<file path="src/rtl/hazard_ctrl_if.sv">
// Hazard-unit bundle: ID/EX hazard sources in, per-stage stall/flush and status out.
// The pipeline holds the master side; hazard_ctrl holds the slave side.
interface hazard_ctrl_if;
  logic [4:0]  rs1_addr_id;
  logic [4:0]  rs2_addr_id;
  logic [4:0]  rd_addr_ex;
  logic [2:0]  ResultSrc_ex;
  logic        Reg_Write_ex;
  logic        pc_src_ex;
  logic        md_start_ex;
  logic        md_done;
  logic        stall_if;
  logic        stall_id;
  logic        stall_ex;
  logic        flush_if;
  logic        flush_id;
  logic        flush_ex;
  logic        md_timeout;
  logic [31:0] stall_cnt;
  logic [31:0] flush_cnt;

  modport master (
    output rs1_addr_id, rs2_addr_id, rd_addr_ex, ResultSrc_ex, Reg_Write_ex,
           pc_src_ex, md_start_ex, md_done,
    input  stall_if, stall_id, stall_ex, flush_if, flush_id, flush_ex,
           md_timeout, stall_cnt, flush_cnt
  );

  modport slave (
    input  rs1_addr_id, rs2_addr_id, rd_addr_ex, ResultSrc_ex, Reg_Write_ex,
           pc_src_ex, md_start_ex, md_done,
    output stall_if, stall_id, stall_ex, flush_if, flush_id, flush_ex,
           md_timeout, stall_cnt, flush_cnt
  );
endinterface

</file>
<file path="src/rtl/hazard_ctrl.sv">
// Pipeline hazard controller: load-use stall, branch flush, mul/div wait with timeout recovery.
// Optional HAZARD_PERF_CNT_EN adds saturating stall/flush event counters.
module hazard_ctrl #(
    parameter int         MD_TIMEOUT = 64,
    parameter logic [2:0] LOAD_SRC   = 3'b001
) (
    input  logic             clk,
    input  logic             rst,
    hazard_ctrl_if.slave     hz,
    output logic [1:0]       state_dbg
);

    typedef enum logic [1:0] {
        RUN     = 2'd0,
        MD_WAIT = 2'd1,
        RECOVER = 2'd2
    } state_e;

    localparam logic [7:0] WAIT_LAST = 8'(MD_TIMEOUT - 1);

    state_e     state, state_nxt;
    logic [7:0] wait_cnt, wait_nxt;
    logic       timeout_set;
    logic       md_timeout_q;
    logic       load_use;
    logic       s_if, s_id, s_ex, f_if, f_id, f_ex;

    assign load_use = hz.Reg_Write_ex && (hz.ResultSrc_ex == LOAD_SRC) &&
                      (hz.rd_addr_ex != 5'd0) &&
                      ((hz.rd_addr_ex == hz.rs1_addr_id) || (hz.rd_addr_ex == hz.rs2_addr_id));

    always_ff @(posedge clk) begin
        if (rst) begin
            state        <= RUN;
            wait_cnt     <= 8'd0;
            md_timeout_q <= 1'b0;
        end else begin
            state        <= state_nxt;
            wait_cnt     <= wait_nxt;
            md_timeout_q <= md_timeout_q | timeout_set;
        end
    end

    always_comb begin
        state_nxt   = state;
        wait_nxt    = wait_cnt;
        timeout_set = 1'b0;
        s_if = 1'b0; s_id = 1'b0; s_ex = 1'b0;
        f_if = 1'b0; f_id = 1'b0; f_ex = 1'b0;
        case (state)
            RUN: begin
                // A starting mul/div owns the cycle; branch and load-use are not acted on.
                if (hz.md_start_ex) begin
                    state_nxt = MD_WAIT;
                    wait_nxt  = 8'd0;
                end else if (hz.pc_src_ex) begin
                    f_if = 1'b1;
                    f_id = 1'b1;
                end else if (load_use) begin
                    s_if = 1'b1;
                    f_id = 1'b1;
                end
            end
            MD_WAIT: begin
                if (hz.md_done) begin
                    state_nxt = RUN;
                end else begin
                    s_if = 1'b1;
                    s_id = 1'b1;
                    s_ex = 1'b1;
                    if (wait_cnt == WAIT_LAST) begin
                        timeout_set = 1'b1;
                        state_nxt   = RECOVER;
                    end else begin
                        wait_nxt = wait_cnt + 8'd1;
                    end
                end
            end
            RECOVER: begin
                f_if = 1'b1;
                f_id = 1'b1;
                f_ex = 1'b1;
                state_nxt = RUN;
            end
            default: state_nxt = RUN;
        endcase
        if (rst) begin
            s_if = 1'b0; s_id = 1'b0; s_ex = 1'b0;
            f_if = 1'b0; f_id = 1'b0; f_ex = 1'b0;
        end
    end

    assign hz.stall_if   = s_if;
    assign hz.stall_id   = s_id;
    assign hz.stall_ex   = s_ex;
    assign hz.flush_if   = f_if;
    assign hz.flush_id   = f_id;
    assign hz.flush_ex   = f_ex;
    assign hz.md_timeout = md_timeout_q;
    assign state_dbg     = state;

`ifdef HAZARD_PERF_CNT_EN
    logic [31:0] stall_cnt_q, flush_cnt_q;

    // Counters count cycles the outputs are actually asserted, saturating at all-ones.
    always_ff @(posedge clk) begin
        if (rst) begin
            stall_cnt_q <= 32'd0;
            flush_cnt_q <= 32'd0;
        end else begin
            if (s_if && (stall_cnt_q != 32'hFFFF_FFFF)) stall_cnt_q <= stall_cnt_q + 32'd1;
            if (f_id && (flush_cnt_q != 32'hFFFF_FFFF)) flush_cnt_q <= flush_cnt_q + 32'd1;
        end
    end

    assign hz.stall_cnt = stall_cnt_q;
    assign hz.flush_cnt = flush_cnt_q;
`else
    assign hz.stall_cnt = 32'd0;
    assign hz.flush_cnt = 32'd0;
`endif

endmodule

</file>
<file path="src/flat_wrapper.sv">
// flat-port wrapper written by rule: the top's interface ports become plain ports
module hazard_ctrl_flat 
#(
    parameter int         MD_TIMEOUT = 64,
    parameter logic [2:0] LOAD_SRC   = 3'b001
)
  (clk, rst, state_dbg, hz_rs1_addr_id, hz_rs2_addr_id, hz_rd_addr_ex, hz_ResultSrc_ex, hz_Reg_Write_ex, hz_pc_src_ex, hz_md_start_ex, hz_md_done, hz_stall_if, hz_stall_id, hz_stall_ex, hz_flush_if, hz_flush_id, hz_flush_ex, hz_md_timeout, hz_stall_cnt, hz_flush_cnt);
  hazard_ctrl_if hz_i ();
  input  logic clk;
  input  logic rst;
  output logic [1:0] state_dbg;
  input wire logic [$bits(hz_i.rs1_addr_id)-1:0] hz_rs1_addr_id;
  input wire logic [$bits(hz_i.rs2_addr_id)-1:0] hz_rs2_addr_id;
  input wire logic [$bits(hz_i.rd_addr_ex)-1:0] hz_rd_addr_ex;
  input wire logic [$bits(hz_i.ResultSrc_ex)-1:0] hz_ResultSrc_ex;
  input wire logic [$bits(hz_i.Reg_Write_ex)-1:0] hz_Reg_Write_ex;
  input wire logic [$bits(hz_i.pc_src_ex)-1:0] hz_pc_src_ex;
  input wire logic [$bits(hz_i.md_start_ex)-1:0] hz_md_start_ex;
  input wire logic [$bits(hz_i.md_done)-1:0] hz_md_done;
  output wire logic [$bits(hz_i.stall_if)-1:0] hz_stall_if;
  output wire logic [$bits(hz_i.stall_id)-1:0] hz_stall_id;
  output wire logic [$bits(hz_i.stall_ex)-1:0] hz_stall_ex;
  output wire logic [$bits(hz_i.flush_if)-1:0] hz_flush_if;
  output wire logic [$bits(hz_i.flush_id)-1:0] hz_flush_id;
  output wire logic [$bits(hz_i.flush_ex)-1:0] hz_flush_ex;
  output wire logic [$bits(hz_i.md_timeout)-1:0] hz_md_timeout;
  output wire logic [$bits(hz_i.stall_cnt)-1:0] hz_stall_cnt;
  output wire logic [$bits(hz_i.flush_cnt)-1:0] hz_flush_cnt;
  assign hz_i.rs1_addr_id = hz_rs1_addr_id;
  assign hz_i.rs2_addr_id = hz_rs2_addr_id;
  assign hz_i.rd_addr_ex = hz_rd_addr_ex;
  assign hz_i.ResultSrc_ex = hz_ResultSrc_ex;
  assign hz_i.Reg_Write_ex = hz_Reg_Write_ex;
  assign hz_i.pc_src_ex = hz_pc_src_ex;
  assign hz_i.md_start_ex = hz_md_start_ex;
  assign hz_i.md_done = hz_md_done;
  assign hz_stall_if = hz_i.stall_if;
  assign hz_stall_id = hz_i.stall_id;
  assign hz_stall_ex = hz_i.stall_ex;
  assign hz_flush_if = hz_i.flush_if;
  assign hz_flush_id = hz_i.flush_id;
  assign hz_flush_ex = hz_i.flush_ex;
  assign hz_md_timeout = hz_i.md_timeout;
  assign hz_stall_cnt = hz_i.stall_cnt;
  assign hz_flush_cnt = hz_i.flush_cnt;
  hazard_ctrl #(.MD_TIMEOUT(MD_TIMEOUT), .LOAD_SRC(LOAD_SRC)) u_core (.clk(clk), .rst(rst), .hz(hz_i), .state_dbg(state_dbg));
endmodule
</file>
<file path="config.mk">
export PLATFORM = sky130hd
export DESIGN_NAME = hazard_ctrl_flat
export DESIGN_NICKNAME = d
export VERILOG_FILES = /design/src/rtl/hazard_ctrl_if.sv /design/src/rtl/hazard_ctrl.sv /design/src/flat_wrapper.sv
export SDC_FILE = /design/constraint.sdc
export NUM_CORES = 1
export LEC_CHECK = 0
export ABC_AREA = 1
export CORE_AREA = 2 2 81 83
export DETAILED_ROUTE_END_ITERATION = 6
export DIE_AREA = 0 0 83 85
export GPL_TIMING_DRIVEN = 0
export SYNTH_ARGS = -nofsm -noshare
export SYNTH_HDL_FRONTEND = slang
export SYNTH_SLANG_ARGS = --single-unit
</file>
<file path="constraint.sdc">
create_clock -name clk -period 1.46 [get_ports clk]
set_input_delay 0.292 -clock clk [delete_from_list [all_inputs] [get_ports clk]]
set_output_delay 0.292 -clock clk [all_outputs]
set_load 0.03 [all_outputs]
</file>
### After elaboration in Yosys (flattened, before gate mapping)

Index checks and enable logic that the tools add are counted.

* add/subtract/negate cells: 1
* equal/unequal tests: 10
* muxes and demuxes: 29
* bitwise gates (word level): 1
* reductions and logical operators: 9

Operators by type and width (number)
* two-way mux 8 bit: 3
* two-way mux 1 bit: 18
* one-hot mux 8 bit (2 select lines): 1
* == test 5 bit: 2
* adder 8 x 1 -> 8 bit, second input constant: 1
* == test 8 x 6 -> 1 bit, second input constant: 1
* two-way mux 2 bit: 3
* != test 2 bit, second input constant: 3
* one-hot mux 1 bit (2 select lines): 3
* nonzero test 5 bit: 1
* one-hot mux 2 bit (2 select lines): 1
* AND reduction 4 bit: 1
* == test 3 x 1 -> 1 bit, second input constant: 1
* logical AND 1 bit: 3
* != test 3 x 2 -> 1 bit, second input constant: 1
* == test 2 x 1 -> 1 bit, second input constant: 1
* == test 2 bit, second input constant: 1
* logical NOT 2 bit: 1
* AND reduction 2 bit: 1
* nonzero test 2 bit: 1
* logical OR 1 bit: 1
* bitwise OR 1 bit: 1

* register bits: 11
* input bits: 24
* output and inout port bits: 73
* word-level logic and storage cells: 53

### Logic depth before layout (Yosys ltp)

Gate-level depths: netlist of run 1.

* depth after elaboration: 9
* gate-level depth with buffers: 9
* gate-level depth less buffers: 9

### Worst setup path after synthesis of run 1

Ideal clock, no wire load.

* path type: flip-flop to output port
* start: register u_core.state[0], in the netlist u_core.state_dbg[0]
* end: output hz_stall_id
* arrival: 1709 ps
* data required time: 1168 ps
* path slack: -541 ps
* stages on the path, launching flop included: 6
* path buffers: 1
* cell sequence: dfxtp_1 -> nand2_1 -> nor2_2 -> inv_2 -> nor2_1 -> buf_4

* word-level cells in the longest chain between the ends: 3

RTL lines
* start: declaration: RTL line hazard_ctrl.sv:21 `state_e state, state_nxt;`
* start signal: assignment: RTL line hazard_ctrl.sv:38 `state <= state_nxt;`
* == test 2 x 1 -> 1 bit
* two-way mux 1 bit (2 in series)
* end: declaration: RTL line flat_wrapper.sv:21 `output wire logic [$bits(hz_i.stall_id)-1:0] hz_stall_id;`

Every way passes these cells.

### Worst setup path after layout of run 1

* start: register u_core.state[1], in the netlist u_core.state_dbg[1]
* end: output hz_stall_ex

* word-level cells in the longest chain between the ends: 3

RTL lines
* == test 2 x 1 -> 1 bit: RTL line hazard_ctrl.sv:50 `case (state)`
* two-way mux 1 bit: RTL line hazard_ctrl.sv:50
* two-way mux 1 bit: RTL line hazard_ctrl.sv:87 `if (rst) begin`
* end: declaration: RTL line flat_wrapper.sv:22 `output wire logic [$bits(hz_i.stall_ex)-1:0] hz_stall_ex;`

Every way passes these cells.

==> results.txt, run 1 <==
Outcome -> complete, but fails checks
Failing checks -> negative setup slack
Crit path time final -> 1.61 ns
Crit end category -> output pin
Area leader, netlist -> buf_4
Root buffer cell -> clkbuf_8
DRC Markers -> 0
Initial antenna violation count -> 0
Data required time of the worst path -> 1.17 ns
Storage cell area -> 235 um^2
Top post-synthesis cells by area -> buf_4, dfxtp_1, nand2_1
Tot GR Track Use -> 0.0812
First-pass GRT wire length -> 4.81 mm
Synthesized area per cell -> 6.36 um^2
Final instance area -> 2250 um^2
Die height -> 85 um
Worst Path Arrival -> 1.32 ns
Site Rows -> 29
Total grt overflow -> 0
Router iterations before antenna repair -> 4
Worst Setup Slack, final -> -0.154 ns
Critical path class -> flop to output pin
Gate Count Post-Synth -> 215
Final HPWL DP -> 2.49 mm
Mapped Area -> 1370 um^2
Skew-Pair Late Insertion Delay -> 0.23 ns
Die width -> 83 um
CP max stage delay -> 0.35 ns
Max-cap check violation count -> 0
Core footprint -> 6200 um^2
Synth top area share -> 0.357
Layout cells sized above 1 -> 0.431
Setup slack at placement -> -1.01 ns
Reg clk slew, reported paths -> 0.05 ns
Pwr Density -> 534 nW/um^2
Finish-stage setup viols -> 11
CP delay by family, top -> buffers and inverters
Placed Area -> 2030 um^2
Area Growth Syn to Fin -> 64.9%
Final hold vios -> 0
Static Leak -> 0.00127 uW
Routability Congestion -> 0.722
H-Tree Depth -> 1
Largest net degree at the start of global routing -> 11
N_diodes -> 0
1st-iter DRT viols -> 45
Pwr Total -> 1200 uW
Hold Buf Count CTS -> 0
Setup TNS -> -0.968 ns
TritonCTS Buffers -> 3
RSZ-0062 raised after global routing -> yes
Seq/Total Area, Yosys -> 0.161
Initial Util -> 0.220
# port buffers -> 31
Die ar. -> 7060 um^2
Clock skew -> 0.00110 ns
Peak VDD IR -> 0.211 mV
TritonCTS clock tree -> built
Clock sinks -> 11
Routed WL per cell -> 8.12 um
WL final -> 3.27 mm
Crit path max fanout -> 4
Final nets -> 351
Tightest Hold Check Type -> input pin to flop
Max Buffers Root-to-Sink -> 2
Slowest-stage cell, CP -> dfxtp_4
Via count -> 1376
# fillers -> 689
Worst path most repeated cell -> nor2_4
Worst Setup Start Kind -> flop
#FFs+latches synth -> 11
Crit-path cells -> inv_2 > nand2_4 > nor2_4 > inv_4 > nor2_4 > buf_4 > buf_6
Multi-input logic area -> 921 um^2
CP Buf/Inv Count -> 4
Most common cell after layout, fill and taps aside -> buf_4
Fin crit share -> 1.11
I/O pin cnt -> 97
Netlist cell types -> 24
Most used cells in the layout excluding fill and tap cells -> buf_4, conb_1, nand2_1
Fmax -> 619 MHz
Vias in the first global route -> 1115
Final slew viol count -> 0
Final ANT Viol Nets -> 0
Via density -> 3.42
YS warnings -> 0
==> report_power, final <==
part | switching, uW | leakage (uW) | internal [uW]
clock | 111 | 0.0000228 | 192
combinational | 366 | 0.00116 | 222
sequential | 9.26 | 0.0000919 | 304
==> synth_stat cells <==
cell type	n
nor3_4	1
conb_1	1
a21oi_2	3
nand3_1	11
nand4_4	1
dfxtp_1	11
clkbuf_1	1
nand2_1	44
nand2_2	2
a21oi_1	2
nor3_1	5
inv_2	2
buf_4	65
o22ai_1	1
xnor2_1	2
nand4_1	3
nor2_1	24
nor2_2	1
nand3b_1	2
xor2_1	2
o21ai_0	1
nand2_4	2
ha_1	1
inv_1	27
==> area by class of cell <==
type / count / area share
buffer: 66 / 0.219
clock buffer: 4 / 0.0200
inverter: 29 / 0.0494
multi-input combinational: 173 / 0.408
sequential: 11 / 0.104
tap: 77 / 0.0427
timing repair buffer: 42 / 0.156
==> final timing paths <==
| path | start | to | slack, ns | cells after the start |
|---|---|---|---|---|
| min reg2reg | u_core.hz.md_timeout | u_core.hz.md_timeout | 0.48 | 2 |
| min | rst | u_core.wait_cnt[4] | 0.43 | 2 |
| max reg2reg | u_core.wait_cnt[0] | u_core.state_dbg[0] | -0.09 | 7 |
| max | u_core.state_dbg[1] | hz_stall_ex | -0.15 | 7 |
==> worst reg2reg max path, delay by kind of cell, from the launching register on <==
| kind | cells | cell delay (ns) |
|---|---|---|
| adders and majority gates | 1 | 0.16 |
| DFF | 1 | 0.36 |
| and+or+nand+nor | 5 | 0.81 |
| buffers and inverters | 1 | 0.11 |
==> per-stage QoR <==
| step | std cells | utilization | hold slack [ns] |
|---|---|---|---|
| floorplan | 278 | - | 0.461 |
| global placement | 386 | 0.327 | 0.479 |
| detailed placement | 386 | 0.327 | 0.479 |
| CTS | 393 | 0.346 | 0.414 |
| global route | 402 | 0.363 | 0.442 |
| finish | 402 | 0.363 | 0.431 |
==> cell families (layout without fill, tap and decap cells) <==
kind of cell / count (synthesis) / in the layout / share of synthesized area
AOI/OAI and AO/OA: 7 / 7 / 0.0348
xor gates and xnor gates: 4 / 4 / 0.0256
adders and majority gates: 1 / 1 / 0.00915
buffers and inverters: 95 / 141 / 0.439
DFF: 11 / 11 / 0.161
other: 1 / 64 / 0.00274
and+or+nand+nor: 96 / 97 / 0.328
==> layer usage <==
layer,GRT usage,wire (um),share of wire,vias to the layer above
met4,0.0268,13,0.0040,0
met1,0.0979,1280,0.39,579
met3,0.0195,238,0.073,2
li1,-,-,-,749
met2,0.142,1730,0.53,46
met5,0,0,0,-
==> state kept, by name, summed over array words and instances (netlist names) <==
register and flops:
u_core.wait_cnt 8, u_core.state_dbg 2, u_core.hz.md_timeout 1
==> what timing repair did <==
item,in CTS,in global routing
buffers inserted,3,8
gates cloned,0,1
endpoints found under the hold margin,0,0
pin swaps,22,23
resized for setup,99,35
setup endpoints to repair,18,15
Power figures use the tool's default switching activity.
==> run 2, diff against run 1 <==
--- a/config.mk
+++ b/config.mk
@@ -6,10 +6,12 @@
 export NUM_CORES = 1
 export LEC_CHECK = 0
 export ABC_AREA = 1
-export CORE_AREA = 2 2 81 83
+export CORE_AREA = 2 2 70 72
 export DETAILED_ROUTE_END_ITERATION = 6
-export DIE_AREA = 0 0 83 85
+export DIE_AREA = 0 0 72 74
 export GPL_TIMING_DRIVEN = 0
+export PLACE_DENSITY = 0.74
 export SYNTH_ARGS = -nofsm -noshare
 export SYNTH_HDL_FRONTEND = slang
 export SYNTH_SLANG_ARGS = --single-unit
+export TNS_END_PERCENT = 1
==> run 2 against run 1 <==
Effect of this change:
- the run still ends with negative setup slack left
- global-route usage rose by 1.4 points
- via count down 3.1%
- maximum frequency about the same
- first-iteration DRC count grew 18%
- clock skew about the same
- sequential power hardly changed
- setup slack better by 0.00087 ns
- hold slack lost 0.018 ns
- non-clock buffer count fell by 4
- power fell by 2.2%
- critical endpoint is now hz_stall_if
- largest cell class unchanged
- highest routed layer unchanged
==> results.txt, run 2 (same netlist as run 1, synthesis figures left out) <==
Outcome -> complete, but fails checks
Failing checks -> negative setup slack
R2R depth -> 9
Tightest Hold Check Type -> input pin to flop
Hold path start -> rst
Max-cap check violation count -> 0
Peak VDD IR -> 0.254 mV
N_diodes -> 0
WL final -> 2.94 mm
Final instance area -> 2160 um^2
Area Growth Syn to Fin -> 57.7%
Layout cells sized above 1 -> 0.375
Reg clk slew, reported paths -> 0.05 ns
Via count -> 1333
Critical path class -> flop to output pin
Crit path max fanout -> 4
Fin crit share -> 1.11
Routed WL per cell -> 7.87 um
Core footprint -> 4600 um^2
Internal power -> 705 uW
Clock skew -> 0.00104 ns
Sequential share of power -> 0.267
Static Leak -> 0.00125 uW
Clock sinks -> 11
Final HPWL DP -> 2.39 mm
Clock network power share -> 0.255
Placed Area -> 2000 um^2
Finished Layout Cells -> 374
Finish-stage setup viols -> 7
Combinational power share -> 0.478
Tot GR Track Use -> 0.0956
Data required time of the worst path -> 1.17 ns
Final slew viol count -> 0
Worst Setup Slack, final -> -0.153 ns
Total grt overflow -> 0
Vias in the first global route -> 981
Max Buffers Root-to-Sink -> 2
RSZ-0062 raised after global routing -> yes
Routability Congestion -> 0.822
Most used cells in the layout excluding fill and tap cells -> buf_4, conb_1, nand2_1
R2R Path End -> u_core.wait_cnt[5]
Die height -> 74 um
TritonCTS clock tree -> built
Largest net degree at the start of global routing -> 11
1st-iter DRT viols -> 53
Router iterations before antenna repair -> 4
Crit end category -> output pin
Worst r2r src -> u_core.wait_cnt[0]
R2r setup slk -> -0.01 ns
Worst Path Arrival -> 1.32 ns
Pwr Density -> 546 nW/um^2
Die width -> 72 um
Skew-Pair Late Insertion Delay -> 0.23 ns
Setup TNS -> -0.529 ns
Switching power -> 472 uW
Root buffer cell -> clkbuf_8
Final hold vios -> 0
Hold Path Cell Cnt -> 2
DRC Markers -> 0
Hold Path Sink -> u_core.wait_cnt[2]
Final ANT Viol Nets -> 0
Crit path time final -> 1.61 ns
H-Tree Depth -> 1
Pwr Total -> 1180 uW
Via density -> 3.56
Site Rows -> 25
Placed Cells -> 363
Fmax -> 620 MHz
I/O pin cnt -> 97
Initial antenna violation count -> 0
Worst Setup Start Kind -> flop
Max FFs per register -> 8
Final nets -> 346
TritonCTS Buffers -> 3
Die ar. -> 5330 um^2
Switching Share -> 0.401
Hold Buf Count CTS -> 0
Initial Util -> 0.297
# port buffers -> 31
Most common cell after layout, fill and taps aside -> buf_4
Largest register by flop count -> u_core.wait_cnt
First-pass GRT wire length -> 4.08 mm
## run 2: worst max-delay path: stages, from the launching register on
cell,delay (ns)
dfxtp_4,0.36
nor2_4,0.10
nand3b_1,0.11
nor2_2,0.15
nand3_2,0.08
a21oi_2,0.13
buf_6,0.14
## run 2: timing repair
item,in CTS,in global routing
gates resized for setup,81,37
buffers inserted,0,7
pin swaps,17,19
setup endpoints to repair,15,14
## run 2: stage by stage
| stage | hold WS [ns] | utilization | setup WS (ns) |
|---|---|---|---|
| 2_1_floorplan | 0.461 | - | -0.0674 |
| 3_3_place_gp | 0.463 | 0.435 | -0.973 |
| 3_5_place_dp | 0.464 | 0.435 | -0.972 |
| 4_1_cts | 0.404 | 0.449 | -0.187 |
| 5_1_grt | 0.417 | 0.469 | -0.222 |
| 6_report | 0.412 | 0.469 | -0.153 |
## run 2: per-layer routing
metal / track usage / wire length, um / vias to the layer above
met1: 0.0952 / 1060 / 535
met2: 0.182 / 1490 / 62
met4: 0.0189 / 15 / 0
li1: - / - / 734
met5: 0 / 0 / -
met3: 0.0461 / 382 / 2
## run 2: how the worst max path moves through the flow
stage / start / endpoint / slack [ns] / depth (start not counted)
floorplan: u_core.state_dbg[1] / hz_stall_id / -0.07 / 6
global placement: hz_rd_addr_ex[1] / hz_stall_if / -0.97 / 10
detailed placement: hz_rd_addr_ex[3] / hz_stall_if / -0.97 / 10
CTS: hz_rs1_addr_id[0] / hz_stall_if / -0.19 / 9
global route: hz_ResultSrc_ex[0] / hz_stall_if / -0.22 / 8
finish: u_core.state_dbg[1] / hz_stall_if / -0.15 / 6
## run 2: final cells by class
| class | count | area [um^2] |
|---|---|---|
| inverter | 29 | 114 |
| tap | 54 | 67.6 |
| timing repair buffer | 38 | 330 |
| sequential | 11 | 235 |
| fill | 473 | 2440 |
| buffer | 66 | 497 |
| clock buffer | 4 | 45.0 |
| multi-input combinational | 172 | 868 |
## run 2: power by group through the flow
| stage | combinational, uW | clock, uW | sequential (uW) |
|---|---|---|---|
| floorplan | 450 | 0 | 324 |
| global placement | 550 | 0 | 321 |
| detailed placement | 552 | 0 | 322 |
| CTS | 541 | 312 | 317 |
| global route | 605 | 331 | 315 |
| finish | 563 | 300 | 314 |
==> run 3, diff against run 2 <==
--- a/config.mk
+++ b/config.mk
@@ -6,11 +6,11 @@
 export NUM_CORES = 1
 export LEC_CHECK = 0
 export ABC_AREA = 1
-export CORE_AREA = 2 2 70 72
+export CORE_AREA = 2 2 69 71
 export DETAILED_ROUTE_END_ITERATION = 6
-export DIE_AREA = 0 0 72 74
+export DIE_AREA = 0 0 71 73
 export GPL_TIMING_DRIVEN = 0
-export PLACE_DENSITY = 0.74
+export PLACE_DENSITY = 0.76
 export SYNTH_ARGS = -nofsm -noshare
 export SYNTH_HDL_FRONTEND = slang
 export SYNTH_SLANG_ARGS = --single-unit
==> run 3 against run 2 <==
Effect of this change:
- register-to-register slack is essentially flat
- global-route usage grew 1.7 points
- hold slack lost 0.024 ns
- setup slack lost 0.031 ns
- flip-flop and latch count is the same
- first-iteration DRC count shrank 53%
- largest cell class unchanged
- the flow still finishes with violations (negative setup slack)
==> results.txt, run 3 (same netlist as run 1, synthesis figures left out) <==
Max-cap check violation count -> 0
R2R depth -> 8
WL final -> 3.10 mm
Worst path most repeated cell -> nor2_4
Worst Path Arrival -> 1.35 ns
Final nets -> 347
Finish-stage setup viols -> 9
CP Buf/Inv Count -> 4
Clock network power share -> 0.267
First-pass GRT wire length -> 4.66 mm
Via count -> 1376
Top layer in use -> met4
1st-iter DRT viols -> 25
Switching power -> 494 uW
Hold Buf Count CTS -> 0
CP delay by family, top -> buffers and inverters
Die ar. -> 5180 um^2
Area Growth Syn to Fin -> 56.6%
Critical path class -> input pin to output pin
Worst Setup Start Kind -> input pin
Met2 wire length -> 1.62 mm
Setup slack at placement -> -0.994 ns
Routability Congestion -> 0.827
N_diodes -> 0
CP startpoint -> hz_md_done
Fin crit share -> 1.13
Fmax -> 608 MHz
Crit-path cells -> clkdlybuf4s50_1 > nor2_4 > inv_2 > nor2_4 > buf_4 > buf_6
Worst Setup Slack, final -> -0.185 ns
Outcome -> complete, but fails checks
Tot GR Track Use -> 0.112
Clock sinks -> 11
Final instance area -> 2140 um^2
Initial Util -> 0.302
# port buffers -> 31
Routed WL per cell -> 8.27 um
Peak VDD IR -> 0.192 mV
CP max stage delay -> 0.49 ns
Most common cell after layout, fill and taps aside -> buf_4
Hold path start -> rst
Hold Path Sink -> u_core.wait_cnt[4]
Vias in the first global route -> 1105
Crit path max fanout -> 3
Max Buffers Root-to-Sink -> 2
TritonCTS clock tree -> built
Most used cells in the layout excluding fill and tap cells -> buf_4, conb_1, nand2_1
Slowest-stage cell, CP -> clkdlybuf4s50_1
Worst r2r src -> u_core.wait_cnt[1]
# fillers -> 471
Die width -> 71 um
Max FFs per register -> 8
Site Rows -> 25
Core footprint -> 4540 um^2
Largest net degree at the start of global routing -> 11
R2r setup slk -> -0.02 ns
Data required time of the worst path -> 1.17 ns
Static Leak -> 0.00124 uW
Final slew viol count -> 0
Crit end category -> output pin
I/O pin cnt -> 97
Root buffer cell -> clkbuf_8
Largest register by flop count -> u_core.wait_cnt
Skew-Pair Late Insertion Delay -> 0.25 ns
Switching Share -> 0.411
Router iterations before antenna repair -> 4
Die height -> 73 um
Clock skew -> 0.00223 ns
DRC Markers -> 0
Final HPWL DP -> 2.42 mm
M1 WL -> 1.13 mm
Final hold vios -> 0
R2R Path End -> u_core.wait_cnt[4]
Sequential share of power -> 0.262
Via density -> 3.67
Crit path time final -> 1.64 ns
Pwr Density -> 562 nW/um^2
Placed Area -> 2000 um^2
Final ANT Viol Nets -> 0
Initial antenna violation count -> 0
Combinational power share -> 0.471
Failing checks -> negative setup slack
Total grt overflow -> 0
Reg clk slew, reported paths -> 0.05 ns
TritonCTS Buffers -> 3
Layout cells sized above 1 -> 0.383
Met3 WL -> 322 um
Tightest Hold Check Type -> input pin to flop
Internal power -> 709 uW
Hold Path Cell Cnt -> 2
H-Tree Depth -> 1
RSZ-0062 raised after global routing -> yes
-- run 3: cell type report --
class                   count  area (um^2)  share of cell area
well taps                  54         67.6              0.0315
repair buffers             38          322               0.150
multi-input cells         173          873               0.408
plain buffers              66          493               0.230
flip-flops and latches     11          233               0.109
inverters                  29          109              0.0508
clock buffers               4         45.0              0.0210
-- run 3: per-layer routing --
layer  vias to the layer above  global-route usage
met5                         -                   0
met4                         0              0.0440
met3                         3              0.0331
met2                        57               0.209
met1                       574               0.119
li1                        742                   -
-- run 3: timing repair --
item,CTS,global route
setup buffers,4,3
resized for setup,89,24
pin swaps,23,15
cloned,0,1
setup endpoints to repair,15,14
hold endpoints to repair,0,0
-- run 3: worst max path at each step --
stage                   to  cells after the start  slack [ns]
2_1_floorplan  hz_stall_id                      6       -0.07
3_3_place_gp   hz_stall_if                     10       -0.97
3_5_place_dp   hz_stall_if                     10       -0.99
4_1_cts        hz_stall_id                      6       -0.16
5_1_grt        hz_stall_id                      7       -0.24
6_report       hz_stall_id                      6       -0.18
-- run 3: worst register-to-register path: stages, from the launching register on --
cell     delay [ns]
dfxtp_4        0.36
ha_4           0.15
nand2_4        0.06
nor3_4         0.24
buf_6          0.14
nand4_4        0.14
nand2_4        0.13
nand2_1        0.07
a21oi_2        0.12
-- run 3: stage by stage --
stage          hold WS, ns  TNS (ns)   util  instances  power, uW
6_report             0.389    -0.521  0.472        375       1200
2_1_floorplan        0.461   -0.0826      -        278        774
3_3_place_gp         0.477     -4.20  0.441        363        871
3_5_place_dp         0.475     -4.33  0.441        363        873
5_1_grt              0.411     -1.63  0.472        375       1270
4_1_cts              0.394    -0.681  0.456        371       1190
-- run 3: power by group through the flow --
stage,clock network [uW],registers [uW],logic [uW]
6_report,321,315,566
5_1_grt,342,316,609
4_1_cts,324,315,546
3_5_place_dp,0,322,552
3_3_place_gp,0,321,550
2_1_floorplan,0,324,450
